===== src/rtl/bus_master_ctrl_pkg.sv =====
// Shared definitions for the bus master sequencer: state encoding, bus levels
// and the watchdog width helper.
package bus_master_ctrl_pkg;

  typedef enum logic [2:0] {
    MS_IDLE = 3'd0,
    MS_REQ  = 3'd1,
    MS_ADDR = 3'd2,
    MS_WAIT = 3'd3,
    MS_REL  = 3'd4
  } ms_state_e;

  // rw_ levels on the system bus
  localparam logic RW_READ  = 1'b1;
  localparam logic RW_WRITE = 1'b0;

  // Active-low strobe levels (breq_, as_, bgrt_, rdy_)
  localparam logic ENABLE_N  = 1'b0;
  localparam logic DISABLE_N = 1'b1;

  function automatic int wdt_width(input int timeout);
    return (timeout < 1) ? 1 : $clog2(timeout + 1);
  endfunction

endpackage


===== src/rtl/bus_master_ctrl_if.sv =====
// System-bus side of one arbiter port: arbitration handshake, strobes and data.
interface bus_master_ctrl_if #(
  parameter int ADDR_W = 30,
  parameter int DATA_W = 32
);
  logic              breq_;
  logic              bgrt_;
  logic              done;
  logic              as_;
  logic              rw_;
  logic              bus_oe;
  logic              rdy_;
  logic [ADDR_W-1:0] bus_addr;
  logic [DATA_W-1:0] bus_wdata;
  logic [DATA_W-1:0] bus_rdata;

  modport master (
    output breq_, done, as_, rw_, bus_addr, bus_wdata, bus_oe,
    input  bgrt_, rdy_, bus_rdata
  );

  modport slave (
    input  breq_, done, as_, rw_, bus_addr, bus_wdata, bus_oe,
    output bgrt_, rdy_, bus_rdata
  );
endinterface


===== src/rtl/bus_master_ctrl_wdt.sv =====
// Memory-ready watchdog: saturating up-counter with clear, load and enable;
// expired is high once the count equals TIMEOUT.
module bus_master_ctrl_wdt
  import bus_master_ctrl_pkg::*;
#(
  parameter  int TIMEOUT = 255,
  localparam int CNT_W   = wdt_width(TIMEOUT)
) (
  input  logic             clk,
  input  logic             reset_,
  input  logic             clr,
  input  logic             load,
  input  logic [CNT_W-1:0] load_val,
  input  logic             en,
  output logic             expired
);

  logic [CNT_W-1:0] count;

  assign expired = (count == CNT_W'(TIMEOUT));

  always_ff @(posedge clk or negedge reset_) begin
    if (!reset_)               count <= '0;
    else if (clr)              count <= '0;
    else if (load)             count <= load_val;
    else if (en && !expired)   count <= count + CNT_W'(1);
  end

endmodule


===== src/rtl/bus_master_ctrl.sv =====
// Single-word bus master: requests the bus, runs one strobed read/write cycle
// with a ready timeout, then releases the arbiter and acknowledges the client.
module bus_master_ctrl
  import bus_master_ctrl_pkg::*;
#(
  parameter int ADDR_W  = 30,
  parameter int DATA_W  = 32,
  parameter int TIMEOUT = 255
) (
  input  logic              clk,
  input  logic              reset_,
  input  logic              req,
  input  logic              we,
  input  logic [ADDR_W-1:0] addr,
  input  logic [DATA_W-1:0] wdata,
  output logic              ack,
  output logic              err,
  output logic [DATA_W-1:0] rdata,
  bus_master_ctrl_if.master bus
);

  ms_state_e         state_q, state_d;
  logic              we_q;
  logic [ADDR_W-1:0] addr_q;
  logic [DATA_W-1:0] wdata_q;
  logic              fault, timeout_hit, capture, strobe_d, wdt_expired;

  bus_master_ctrl_wdt #(.TIMEOUT(TIMEOUT)) u_wdt (
    .clk      (clk),
    .reset_   (reset_),
    .clr      ((state_q == MS_REL) || fault),
    .load     (1'b0),
    .load_val ('0),
    .en       (state_q == MS_WAIT),
    .expired  (wdt_expired)
  );

  always_ff @(posedge clk or negedge reset_) begin
    if (!reset_) state_q <= MS_IDLE;
    else         state_q <= state_d;
  end

  // NOTE: every always_comb output gets a default first, so no path leaves a
  // variable unassigned and no latch is inferred; comb logic uses '=' only.
  always_comb begin
    state_d     = state_q;
    fault       = 1'b0;
    timeout_hit = 1'b0;
    capture     = 1'b0;
    unique case (state_q)
      MS_IDLE: if (req) state_d = MS_REQ;
      MS_REQ:  if (bus.bgrt_ == ENABLE_N) state_d = MS_ADDR;
      MS_ADDR: begin
        if (bus.bgrt_ == DISABLE_N) begin
          fault   = 1'b1;
          state_d = MS_IDLE;
        end else begin
          state_d = MS_WAIT;
        end
      end
      MS_WAIT: begin
        // A lost grant outranks a simultaneous ready: the cycle is not ours.
        if (bus.bgrt_ == DISABLE_N) begin
          fault   = 1'b1;
          state_d = MS_IDLE;
        end else if (bus.rdy_ == ENABLE_N) begin
          capture = !we_q;
          state_d = MS_REL;
        end else if (wdt_expired) begin
          timeout_hit = 1'b1;
          state_d     = MS_REL;
        end
      end
      MS_REL:  state_d = MS_IDLE;
      default: state_d = MS_IDLE;
    endcase
  end

  assign strobe_d = (state_d == MS_ADDR) || (state_d == MS_WAIT);

  // NOTE: sequential state uses non-blocking '<=' so every register samples
  // pre-edge values regardless of statement order. The request latches are
  // reset too, keeping the whole block deterministic out of reset.
  always_ff @(posedge clk or negedge reset_) begin
    if (!reset_) begin
      we_q    <= 1'b0;
      addr_q  <= '0;
      wdata_q <= '0;
    end else if (state_q == MS_IDLE && req) begin
      we_q    <= we;
      addr_q  <= addr;
      wdata_q <= wdata;
    end
  end

  // Outputs are registered from the next state, so they line up with it.
  always_ff @(posedge clk or negedge reset_) begin
    if (!reset_) begin
      bus.breq_     <= DISABLE_N;
      bus.as_       <= DISABLE_N;
      bus.rw_       <= RW_READ;
      bus.bus_oe    <= 1'b0;
      bus.done      <= 1'b0;
      bus.bus_addr  <= '0;
      bus.bus_wdata <= '0;
      ack           <= 1'b0;
      err           <= 1'b0;
      rdata         <= '0;
    end else begin
      bus.breq_  <= (state_d inside {MS_REQ, MS_ADDR, MS_WAIT}) ? ENABLE_N : DISABLE_N;
      bus.as_    <= strobe_d ? ENABLE_N : DISABLE_N;
      bus.rw_    <= (strobe_d && we_q) ? RW_WRITE : RW_READ;
      bus.bus_oe <= strobe_d && we_q;
      bus.done   <= (state_d == MS_REL);
      ack        <= (state_d == MS_REL) || fault;
      err        <= timeout_hit || fault;
      if (state_q == MS_REQ && state_d == MS_ADDR) begin
        bus.bus_addr <= addr_q;
        if (we_q) bus.bus_wdata <= wdata_q;
      end
      if (capture) rdata <= bus.bus_rdata;
    end
  end

endmodule

===== src/flat_wrapper.sv =====
// flat-port wrapper written by rule: the top's interface ports become plain ports
module bus_master_ctrl_flat import bus_master_ctrl_pkg::*;
#(
  parameter int ADDR_W  = 30,
  parameter int DATA_W  = 32,
  parameter int TIMEOUT = 255
)
  (clk, reset_, req, we, addr, wdata, ack, err, rdata, bus_breq_, bus_done, bus_as_, bus_rw_, bus_bus_addr, bus_bus_wdata, bus_bus_oe, bus_bgrt_, bus_rdy_, bus_bus_rdata);
  bus_master_ctrl_if #(.ADDR_W(ADDR_W), .DATA_W(DATA_W)) bus_i ();
  input  logic clk;
  input  logic reset_;
  input  logic req;
  input  logic we;
  input  logic [ADDR_W-1:0] addr;
  input  logic [DATA_W-1:0] wdata;
  output logic ack;
  output logic err;
  output logic [DATA_W-1:0] rdata;
  output wire logic [$bits(bus_i.breq_)-1:0] bus_breq_;
  output wire logic [$bits(bus_i.done)-1:0] bus_done;
  output wire logic [$bits(bus_i.as_)-1:0] bus_as_;
  output wire logic [$bits(bus_i.rw_)-1:0] bus_rw_;
  output wire logic [$bits(bus_i.bus_addr)-1:0] bus_bus_addr;
  output wire logic [$bits(bus_i.bus_wdata)-1:0] bus_bus_wdata;
  output wire logic [$bits(bus_i.bus_oe)-1:0] bus_bus_oe;
  input wire logic [$bits(bus_i.bgrt_)-1:0] bus_bgrt_;
  input wire logic [$bits(bus_i.rdy_)-1:0] bus_rdy_;
  input wire logic [$bits(bus_i.bus_rdata)-1:0] bus_bus_rdata;
  assign bus_breq_ = bus_i.breq_;
  assign bus_done = bus_i.done;
  assign bus_as_ = bus_i.as_;
  assign bus_rw_ = bus_i.rw_;
  assign bus_bus_addr = bus_i.bus_addr;
  assign bus_bus_wdata = bus_i.bus_wdata;
  assign bus_bus_oe = bus_i.bus_oe;
  assign bus_i.bgrt_ = bus_bgrt_;
  assign bus_i.rdy_ = bus_rdy_;
  assign bus_i.bus_rdata = bus_bus_rdata;
  bus_master_ctrl #(.ADDR_W(ADDR_W), .DATA_W(DATA_W), .TIMEOUT(TIMEOUT)) u_core (.clk(clk), .reset_(reset_), .req(req), .we(we), .addr(addr), .wdata(wdata), .ack(ack), .err(err), .rdata(rdata), .bus(bus_i));
endmodule

===== config.mk =====
export PLATFORM = sky130hd
export DESIGN_NAME = bus_master_ctrl_flat
export DESIGN_NICKNAME = d
export VERILOG_FILES = /design/src/rtl/bus_master_ctrl_pkg.sv /design/src/rtl/bus_master_ctrl_if.sv /design/src/rtl/bus_master_ctrl_wdt.sv /design/src/rtl/bus_master_ctrl.sv /design/src/flat_wrapper.sv
export SDC_FILE = /design/constraint.sdc
export NUM_CORES = 1
export LEC_CHECK = 0
export ABC_AREA = 0
export CAP_MARGIN = 10
export CORE_ASPECT_RATIO = 1.5
export CORE_MARGIN = 2
export CORE_UTILIZATION = 48
export CTS_CLUSTER_SIZE = 30
export DETAILED_ROUTE_END_ITERATION = 12
export PLACE_DENSITY_LB_ADDON = 0.2
export SLEW_MARGIN = 20
export SYNTH_ARGS = -nofsm -noshare
export SYNTH_HDL_FRONTEND = slang
export SYNTH_SLANG_ARGS = --single-unit

===== constraint.sdc =====
create_clock -name clk -period 2.35 [get_ports clk]
set_input_delay 0.47 -clock clk [delete_from_list [all_inputs] [get_ports clk]]
set_output_delay 0.47 -clock clk [all_outputs]
set_load 0.01 [all_outputs]

==> flow_metrics.tcl <==
set metrics [dict create \
    status "completed" \
    maxSlewViolCount 0 \
    start_util 0.485 \
    power_leakage_uw 0.00421 \
    synthTopCellsByCount "dfrtp_1, mux2_2, mux2_4" \
    drtAntennaViolNets 0 \
    final_area_sq_um 9750 \
    place_area_sq_um 9160 \
    grt_pass1_wl_mm 23.7 \
    post_cts_buffers 0 \
    area_delta_synth_final_pct 39.8 \
    worst_setup_path_end_kind "flip-flop" \
    min_path_type "flip-flop to flip-flop" \
    synth.largest_area_cell "dfrtp_1" \
    die_h_um 152 \
    use_met3 0.0583 \
    drtIter0Drc 88 \
    finalPower_uw 12800 \
    dieWidth_um 102 \
    path_cells "nand2_4 -> or4b_2 -> buf_12 -> mux2_4" \
    hold_violations 0 \
    synth_cell_types 47 \
    io_pins 201 \
    clk_latency_ps 420 \
    arrival_ps 2390 \
    max_slew_margin 0.654 \
    grt_max_degree 64 \
    reg2reg_setup_slack_ps 260 \
    num_antenna_cells 0 \
    r2r_start "u_core.state_q[1]" \
    synth_seq_cells 175 \
    syn-instance-count 427 \
    clk_path_buf_depth 2 \
    min_path_cells 1 \
    drv_cap 0 \
    dpl.hpwl_mm 10.4 \
    cts-resized-gates 0 \
    synth_area_per_cell_sq_um 16.3 \
    routed_wl_mm 14.9 \
    finalWeightedCongestion 0.760 \
    crit_start "u_core.state_q[1]" \
    cts_hold_buf 1 \
    dr.pass1.iters 4 \
    synth_edf_count 0 \
    worstSetupStartpointType "flip-flop" \
    overflow 0 \
    ys_seq_area_frac 0.628 \
    layout_min_cycle_time_ps 2090 \
    skew_ps 9.38 \
    timing.fmax_ghz 0.477 \
    finalCritPeriodShare 0.891 \
    rows 54 \
    rsz0062_at_grt "no" \
    drive_gt1_frac 0.325 \
    cpMaxStageDelayCell "or4b_2" \
    htreeDepth 4 \
    worst_slew_pin_slew_ps 518 \
    synth_flop_cell "dfrtp_1" \
    avgViaCountPerCell 5.11 \
    synth_top_area_frac 0.617 \
    met1_usage 0.238 \
    nets 732 \
    synthArstFlopShare 1.00 \
    finalNonFillerCells 840 \
    cp.depth 4 \
    path_class "flip-flop to flip-flop" \
    drc_errors 0 \
    grt.total_usage 0.200 \
    finalSetupViolCount 0 \
    worstPathRequired_ps 2650 \
    fillers 1045 \
    synth.most_common_cell "dfrtp_1" \
    synth_nets 528 \
    cp.buffers_inverters 1 \
    cts_tree "yes" \
    cts_num_sinks 175 \
    power_density_nw_per_um2 1310 \
    crit_fanout 32 \
    synthesis.area_sq_um 6980 \
    cpPeakStageDelay_ps 700 \
    reg2regPathDepth 4 \
    clock-root-buffer "clkbuf_16" \
    clk_pin_slew_worst_paths_ps 70 \
    tns_ps 0 \
    yosysWarnings 0 \
    hold_ws_ps 490 \
    irDropWorstVdd_uv 664 \
    min-delay-start "u_core.wdata_q[6]" \
    grt.busiest_layer "met2" \
    dieArea_sq_um 15500 \
    critical-path-top-delay-family "simple AND/OR/NAND/NOR gates" \
    antenna_found_initial 0 \
    yosys-top-cells-area "dfrtp_1, mux2_2, mux2_4" \
    grt_pass1_vias 4624 \
    numPortBuffers 200 \
    core-area_sq_um 14400 \
    place_inst 807 \
    cts_buffers 17 \
    vias 4292 \
    use_met2 0.342 \
    min_to "u_core.bus.bus_wdata[6]" \
    wl_per_cell_um 17.7 \
    reg2reg_to "u_core.rdata[11]" \
]
-- power breakdown --
part / switching (uW) / internal [uW]
registers: 782 / 4470
clock network: 1290 / 1440
logic: 1680 / 3140
-- worst max-delay path by stage --
| stage | end | slack, ps |
|---|---|---|
| floorplan | u_core.rdata[10] | 450 |
| global placement | u_core.rdata[17] | -8 |
| detailed placement | u_core.rdata[25] | -10 |
| CTS | u_core.rdata[11] | 260 |
| global route | u_core.rdata[19] | 190 |
| finish | u_core.rdata[11] | 260 |
-- stage by stage --
stage / setup WS (ps) / util
final: 255 / 0.678
after global routing: 188 / 0.678
after CTS: 262 / 0.678
after detailed placement: -14.8 / 0.637
after global placement: -8.10 / 0.637
after floorplan: 452 / -
-- kinds of logic after synthesis --
logic type                 after synthesis  synth area share
DFF                                    175             0.628
AOI/OAI and AO/OA                       27            0.0278
and+or+nand+nor                         38            0.0375
adders and majority gates                1           0.00179
muxes                                  159             0.272
buffers and inverters                   27            0.0321
-- layout make-up --
cell class	count	area, sq um	area share
sequential	175	4380	0.449
multi-input combinational	225	2370	0.243
timing repair buffer	212	2170	0.223
clock buffer	18	439	0.0450
tap	196	245	0.0251
clock inverter	14	140	0.0144
-- flip-flops by register name (all words and copies together), names as in the netlist, 3 cells and up --
signal	cells
u_core.state_q	3
u_core.bus.bus_wdata	32
u_core.addr_q	30
u_core.u_wdt.count	8
u_core.wdata_q	32
u_core.rdata	32
u_core.bus.bus_addr	30
-- worst register-to-register path, delay by kind of cell, from the launching register on --
kind,cells,cell delay [ps]
AND/OR/NAND/NOR,2,840
flip-flops,1,580
multiplexers,1,330
buffers and inverters,1,230
-- routing by layer --
layer,vias to the layer above,part of all wire,wire length [um]
li1,1942,-,-
met1,2192,0.39,5860
met2,142,0.53,7900
met3,16,0.059,879
met4,0,0.016,241
met5,-,0,0
-- placed cells by master (no fill, tap or decap), types with 2 or more instances in the layout --
cell	count
clkinv_4	3
a211oi_1	6
dfrtp_1	172
inv_6	3
o211ai_1	3
buf_12	6
a41oi_1	2
mux2_2	126
nor4_1	2
inv_8	5
a31oi_1	3
mux2i_1	2
nand2_1	4
a21oi_1	3
clkinvlp_4	2
nor2_1	2
and4_1	2
buf_4	5
nand4_1	3
nand3b_1	2
nand3_1	4
and3_1	3
mux2_4	30
clkbuf_16	17
clkdlybuf4s50_1	199
dfstp_2	3
nor2b_1	3
o21ai_0	2
a21boi_0	2
Power figures use the tool's default switching activity.
==> patch 1, RTL diff (same flow settings) <==
Set the package constant `ENABLE_N` to 1'b1 (it was 1'b0).
--- a/src/rtl/bus_master_ctrl_pkg.sv
+++ b/src/rtl/bus_master_ctrl_pkg.sv
@@ -15,7 +15,7 @@
   localparam logic RW_WRITE = 1'b0;
 
   // Active-low strobe levels (breq_, as_, bgrt_, rdy_)
-  localparam logic ENABLE_N  = 1'b0;
+  localparam logic ENABLE_N  = 1'b1;
   localparam logic DISABLE_N = 1'b1;
 
   function automatic int wdt_width(input int timeout);
Check against the original RTL: not equivalent (a bounded check fails within 4 cycles, from zero or initial values and one cycle with reset_ low).
==> patch 1 against the original RTL <==
  * Fmax up 2.9%
  * Die area is 1.7% lower
  * Final area shrank 0.55%
  * Sequential share of layout area fell by 0.29 points
  * Power shrank 0.34%
  * Sequential cell count fell by 2
  * Wire length shrank 0.89%
  * Setup slack better by 0.060 ns
  * Synthesized area down 1.8%
  * Critical path depth stayed put
  * Critical path type unchanged
==> patch 1: results (changes against the original RTL) <==
- The largest net degree at the start of global routing was 73 (+14%).
- Compound-cell area share of the yosys netlist: 1.95% (-0.83 points)
* Final-stage net count: 737 (+0.68%)
* Vias post-DR: 4,294 (+0.047%)
* Final GP Congestion: 0.818 (+7.6%)
- The number of distinct library cells after synthesis came to 42 (-11%).
- The count of input and output buffers was 198 (-1.0%).
- Amount of wire on met2 after detailed routing: 7640 um (-3.3%)
- The share of final-layout standard cells stronger than drive strength 1 was 27.1% (-5.3 points).
- The critical path arrival is 2.33 ns (-0.06 ns).
- The via count of the first global-routing pass came to 4,706 (+1.8%).
* Number of ordinary inverters in the final layout: 4 (+4)
- Met3 GRT Util: 7.47% (+1.6 points)
- The number of clock sinks seen by CTS is 173 (-1.1%).
- Seq. cell area: 4330 sq um (-1.2%)
- In the post-synthesis netlist, the biggest area contributors are sky130_fd_sc_hd__dfrtp_1, sky130_fd_sc_hd__mux2_2, sky130_fd_sc_hd__mux2_4.
- The switching power summed over all nets came to 3.66 mW (-2.6%).
- Total detailed-routing wirelength: 14,800 um (-0.89%)
- Fillers: 966 (-7.6%)
* Full die area: 15,300 sq um (-1.7%)
- Min Hold Slack: 0.480 ns (-0.0109 ns)
- Non-clock buffer contribution to total cell area: 22.3% (+0.072 points)
* Master of the slowest instance on the critical path: sky130_fd_sc_hd__dfrtp_1
- Leakage dissipation: 4.19 nW (-0.41%)
- The area after detailed placement is 9110 sq um (-0.55%).
- The setup slack after placement is -0.109 ns (-0.0940 ns).
- Fraction of area in multi-input gates: 24.4% (+0.11 points)
- The portion of netlist area occupied by mux cells is 28.0% (+0.79 points).
- The total length of routed met3 wires came to 1160 um (+32%).
- Run status: completed
- The adder and majority cell fraction of the synthesized area came to 0.183% (+0.0033 points).
* Sequential share of the synthesized area: 63.2% (+0.38 points)
==> patch 1: changes by cell type after synthesis, sizes merged, moves of 3 or more <==
cell / unedited run / this run
nand3: 4 / 9
inv: 0 / 4
nor3: 1 / 5
a21boi: 3 / 0
nand3b: 2 / 5
nor2b: 3 / 0
o211ai: 3 / 0
==> patch 1: cells by family (layout without fill, tap and decap cells) <==
kind of cell / after synthesis / in the layout
buffers and inverters: 30 / 248
adders and majority gates: 1 / 1
AOI/OAI and AO/OA: 18 / 18
DFF: 173 / 173
and+or+nand+nor: 46 / 46
other: 1 / 2
muxes: 161 / 161
==> patch 1: final timing paths <==
check                                                 endpoint  slack (ns)  depth (start not counted)
min in group asynchronous         u_core.rdata[15]$_DFFE_PN0P_        0.52                          2
min                        u_core.bus.bus_wdata[6]$_DFFE_PN0P_        0.48                          1
max in group asynchronous        u_core.wdata_q[2]$_DFFE_PN0P_        1.12                          3
max reg2reg                       u_core.rdata[31]$_DFFE_PN0P_        0.32                          4
min reg2reg                u_core.bus.bus_wdata[6]$_DFFE_PN0P_        0.48                          1
max                               u_core.rdata[31]$_DFFE_PN0P_        0.32                          4
==> patch 1: stage by stage <==
stage | cells | utilization, % | power, mW
global placement | 808 | 65.1 | 9.93
floorplan | 431 | - | 7.59
CTS | 841 | 69.3 | 12.9
global route | 841 | 69.3 | 13.5
detailed placement | 808 | 65.1 | 10.1
finish | 841 | 69.3 | 12.8
==> patch 1: timing repair <==
item | 4_1_cts | 5_1_grt
hold buffers | 1 | 0
hold endpoints to repair | 34 | 0
gates resized for setup | 0 | 0
==> patch 2, RTL diff (config.mk and constraints unchanged) <==
Without the edit above. Register the output `err` once more; this adds one clock of latency there. The other outputs are not delayed to match.
--- a/src/rtl/bus_master_ctrl.sv
+++ b/src/rtl/bus_master_ctrl.sv
@@ -18,6 +18,8 @@
   output logic [DATA_W-1:0] rdata,
   bus_master_ctrl_if.master bus
 );
+
+  logic err_s0;
 
   ms_state_e         state_q, state_d;
   logic              we_q;
@@ -104,7 +106,7 @@
       bus.bus_addr  <= '0;
       bus.bus_wdata <= '0;
       ack           <= 1'b0;
-      err           <= 1'b0;
+      err_s0        <= 1'b0;
       rdata         <= '0;
     end else begin
       bus.breq_  <= (state_d inside {MS_REQ, MS_ADDR, MS_WAIT}) ? ENABLE_N : DISABLE_N;
@@ -113,7 +115,7 @@
       bus.bus_oe <= strobe_d && we_q;
       bus.done   <= (state_d == MS_REL);
       ack        <= (state_d == MS_REL) || fault;
-      err        <= timeout_hit || fault;
+      err_s0     <= timeout_hit || fault;
       if (state_q == MS_REQ && state_d == MS_ADDR) begin
         bus.bus_addr <= addr_q;
         if (we_q) bus.bus_wdata <= wdata_q;
@@ -122,4 +124,8 @@
     end
   end
 
+  always_ff @(posedge clk) begin
+    err <= err_s0;
+  end
+
 endmodule
Formal check against the unedited RTL: not equivalent (Yosys sat finds a counterexample within 4 cycles, from zero or initial values and one cycle with reset_ low).
==> patch 2 against the original RTL <==
  * Global-route usage grew 0.12 points
  * Sequential cell count increased by 1
  * Largest power group unchanged
  * Synthesized area decreased by 0.22%
  * Setup slack improved by 0.092 ns
  * Critical endpoint is now u_core.addr_q[20]$_DFFE_PN0P_
  * Power up 0.46%
  * Wire length is 0.87% higher
  * Final area is 0.38% higher
==> patch 2: results (changes against the original RTL) <==
- The mean cell area of the mapped netlist is 16.3 sq um (-0.22%).
* Placed standard-cell area: 9210 sq um (+0.49%)
* Maximum achievable frequency: 499 MHz (+4.6%)
* Family with the most delay on the worst path: simple AND/OR/NAND/NOR gates
- Net count after synthesis: 528 (unchanged)
* End point of the critical path: u_core.addr_q[20]$_DFFE_PN0P_
* Pin count of the biggest net entering global routing: 69 (+7.8%)
* Placed Instances: 809 (+0.25%)
- First-iteration detailed-routing DRC count: 88 (unchanged)
* Biggest cell delay along the critical path: 0.39 ns (-0.31 ns)
- The wire length on met2 came to 7860 um (-0.49%).
- The sequential area share after synthesis is 63.3% (+0.42 points).
- In the synthesized netlist, the cells that appear most often are sky130_fd_sc_hd__dfrtp_1, sky130_fd_sc_hd__mux2_2, sky130_fd_sc_hd__mux2_4, sky130_fd_sc_hd__buf_6, sky130_fd_sc_hd__mux2_1.
- Data arrival time at the worst-slack endpoint: 2.31 ns (-0.08 ns)
* Antenna cell count: 0 (unchanged)
- The leakage power summed over all cells was 4.22 nW (+0.30%).
- The worst reg-to-reg path cell count came to 5 (+1).
- The overall track demand over capacity in global routing was 20.1% (+0.12 points).
- The total length of routed met3 wires is 1170 um (+33%).
* Vias post-DR: 4,313 (+0.49%)
- In the final layout, the registers with the most flip-flops are u_core.bus.bus_wdata x32, u_core.rdata x32, u_core.wdata_q x32.
- The worst vdd rail ir drop is 0.663 mV (-0.26%).
- Overall power: 12.9 mW (+0.46%)
* Layout cells sized above 1: 31.6% (-0.87 points)
* Global-route wire length before repair: 23,500 um (-0.99%)
- Final-stage net count: 737 (+0.68%)
- Number of buffers inserted during clock tree synthesis: 17 (unchanged)
- Final Non-Filler Cells: 841 (+0.12%)
* Met1 Routed Length: 5700 um (-2.7%)
- The flow ran to the end, and the final reports show no timing, DRC or antenna violations.
* Via count of the first global-routing pass: 4,678 (+1.2%)
- Htree depth: 4 (unchanged)
* Number of antenna violations at the first check in global routing: 0 (unchanged)
- Class of the tightest hold or removal check: input port to async pin
- The average wire length per cell after detail routing was 17.9 um (+0.75%).
* Min Hold Slack: 0.0546 ns (-0.436 ns)
- The setup slack after placement is -0.0310 ns (-0.0162 ns).
- Final GP Congestion: 0.819 (+7.7%)
- Internal power of the cells: 9.23 mW (+2.0%)
- Cells taking the most area after synthesis: sky130_fd_sc_hd__dfrtp_1, sky130_fd_sc_hd__mux2_2, sky130_fd_sc_hd__mux2_4
- Total number of yosys warnings: 0 (unchanged)
* Master of the slowest instance on the critical path: sky130_fd_sc_hd__dfrtp_1
* Worst-case headroom to the max-slew limit: 56.0% (-9.4 points)
- DR pass1 iterations: 4 (unchanged)
- Final HPWL from detailed placement: 10,800 um (+4.0%)
- Ys async rst share: 99.4% (-0.57 points)
- Reported combinational group power: 4.85 mW
- Clock network fraction of total power: 21.5% (+0.2 points)
* Layout Skew: 0.00570 ns (-0.00368 ns)
* Crit-path max FO: 46 (+44%)
patch 2: cell count changes in the layout (fill, tap and decap cells not counted), sizes merged, moves of 2 or more:
cell    change
buf         +5
bufinv      +2
clkbuf      +2
inv         -6
patch 2: kinds of logic after synthesis:
family / Yosys count / share of synthesized area (%)
simple gates: 38 / 3.79
fa+ha+maj: 1 / 0.180
flops: 176 / 63.3
buf+inv: 26 / 2.70
mux: 159 / 27.3
compound gates: 27 / 2.77
patch 2: layout make-up:
| cell class | instances | area (sq um) |
|---|---|---|
| sequential | 176 | 4400 |
| fill | 954 | 4340 |
| timing repair buffer | 216 | 2190 |
| clock buffer | 20 | 447 |
| multi-input combinational | 225 | 2380 |
| clock inverter | 12 | 135 |
| tap | 192 | 240 |
patch 2: routing by layer:
| layer | track usage [%] | vias up |
|---|---|---|
| li1 | - | 1958 |
| met1 | 22.2 | 2180 |
| met2 | 35.2 | 157 |
| met3 | 7.16 | 18 |
| met4 | 7.93 | 0 |
| met5 | 0 | - |
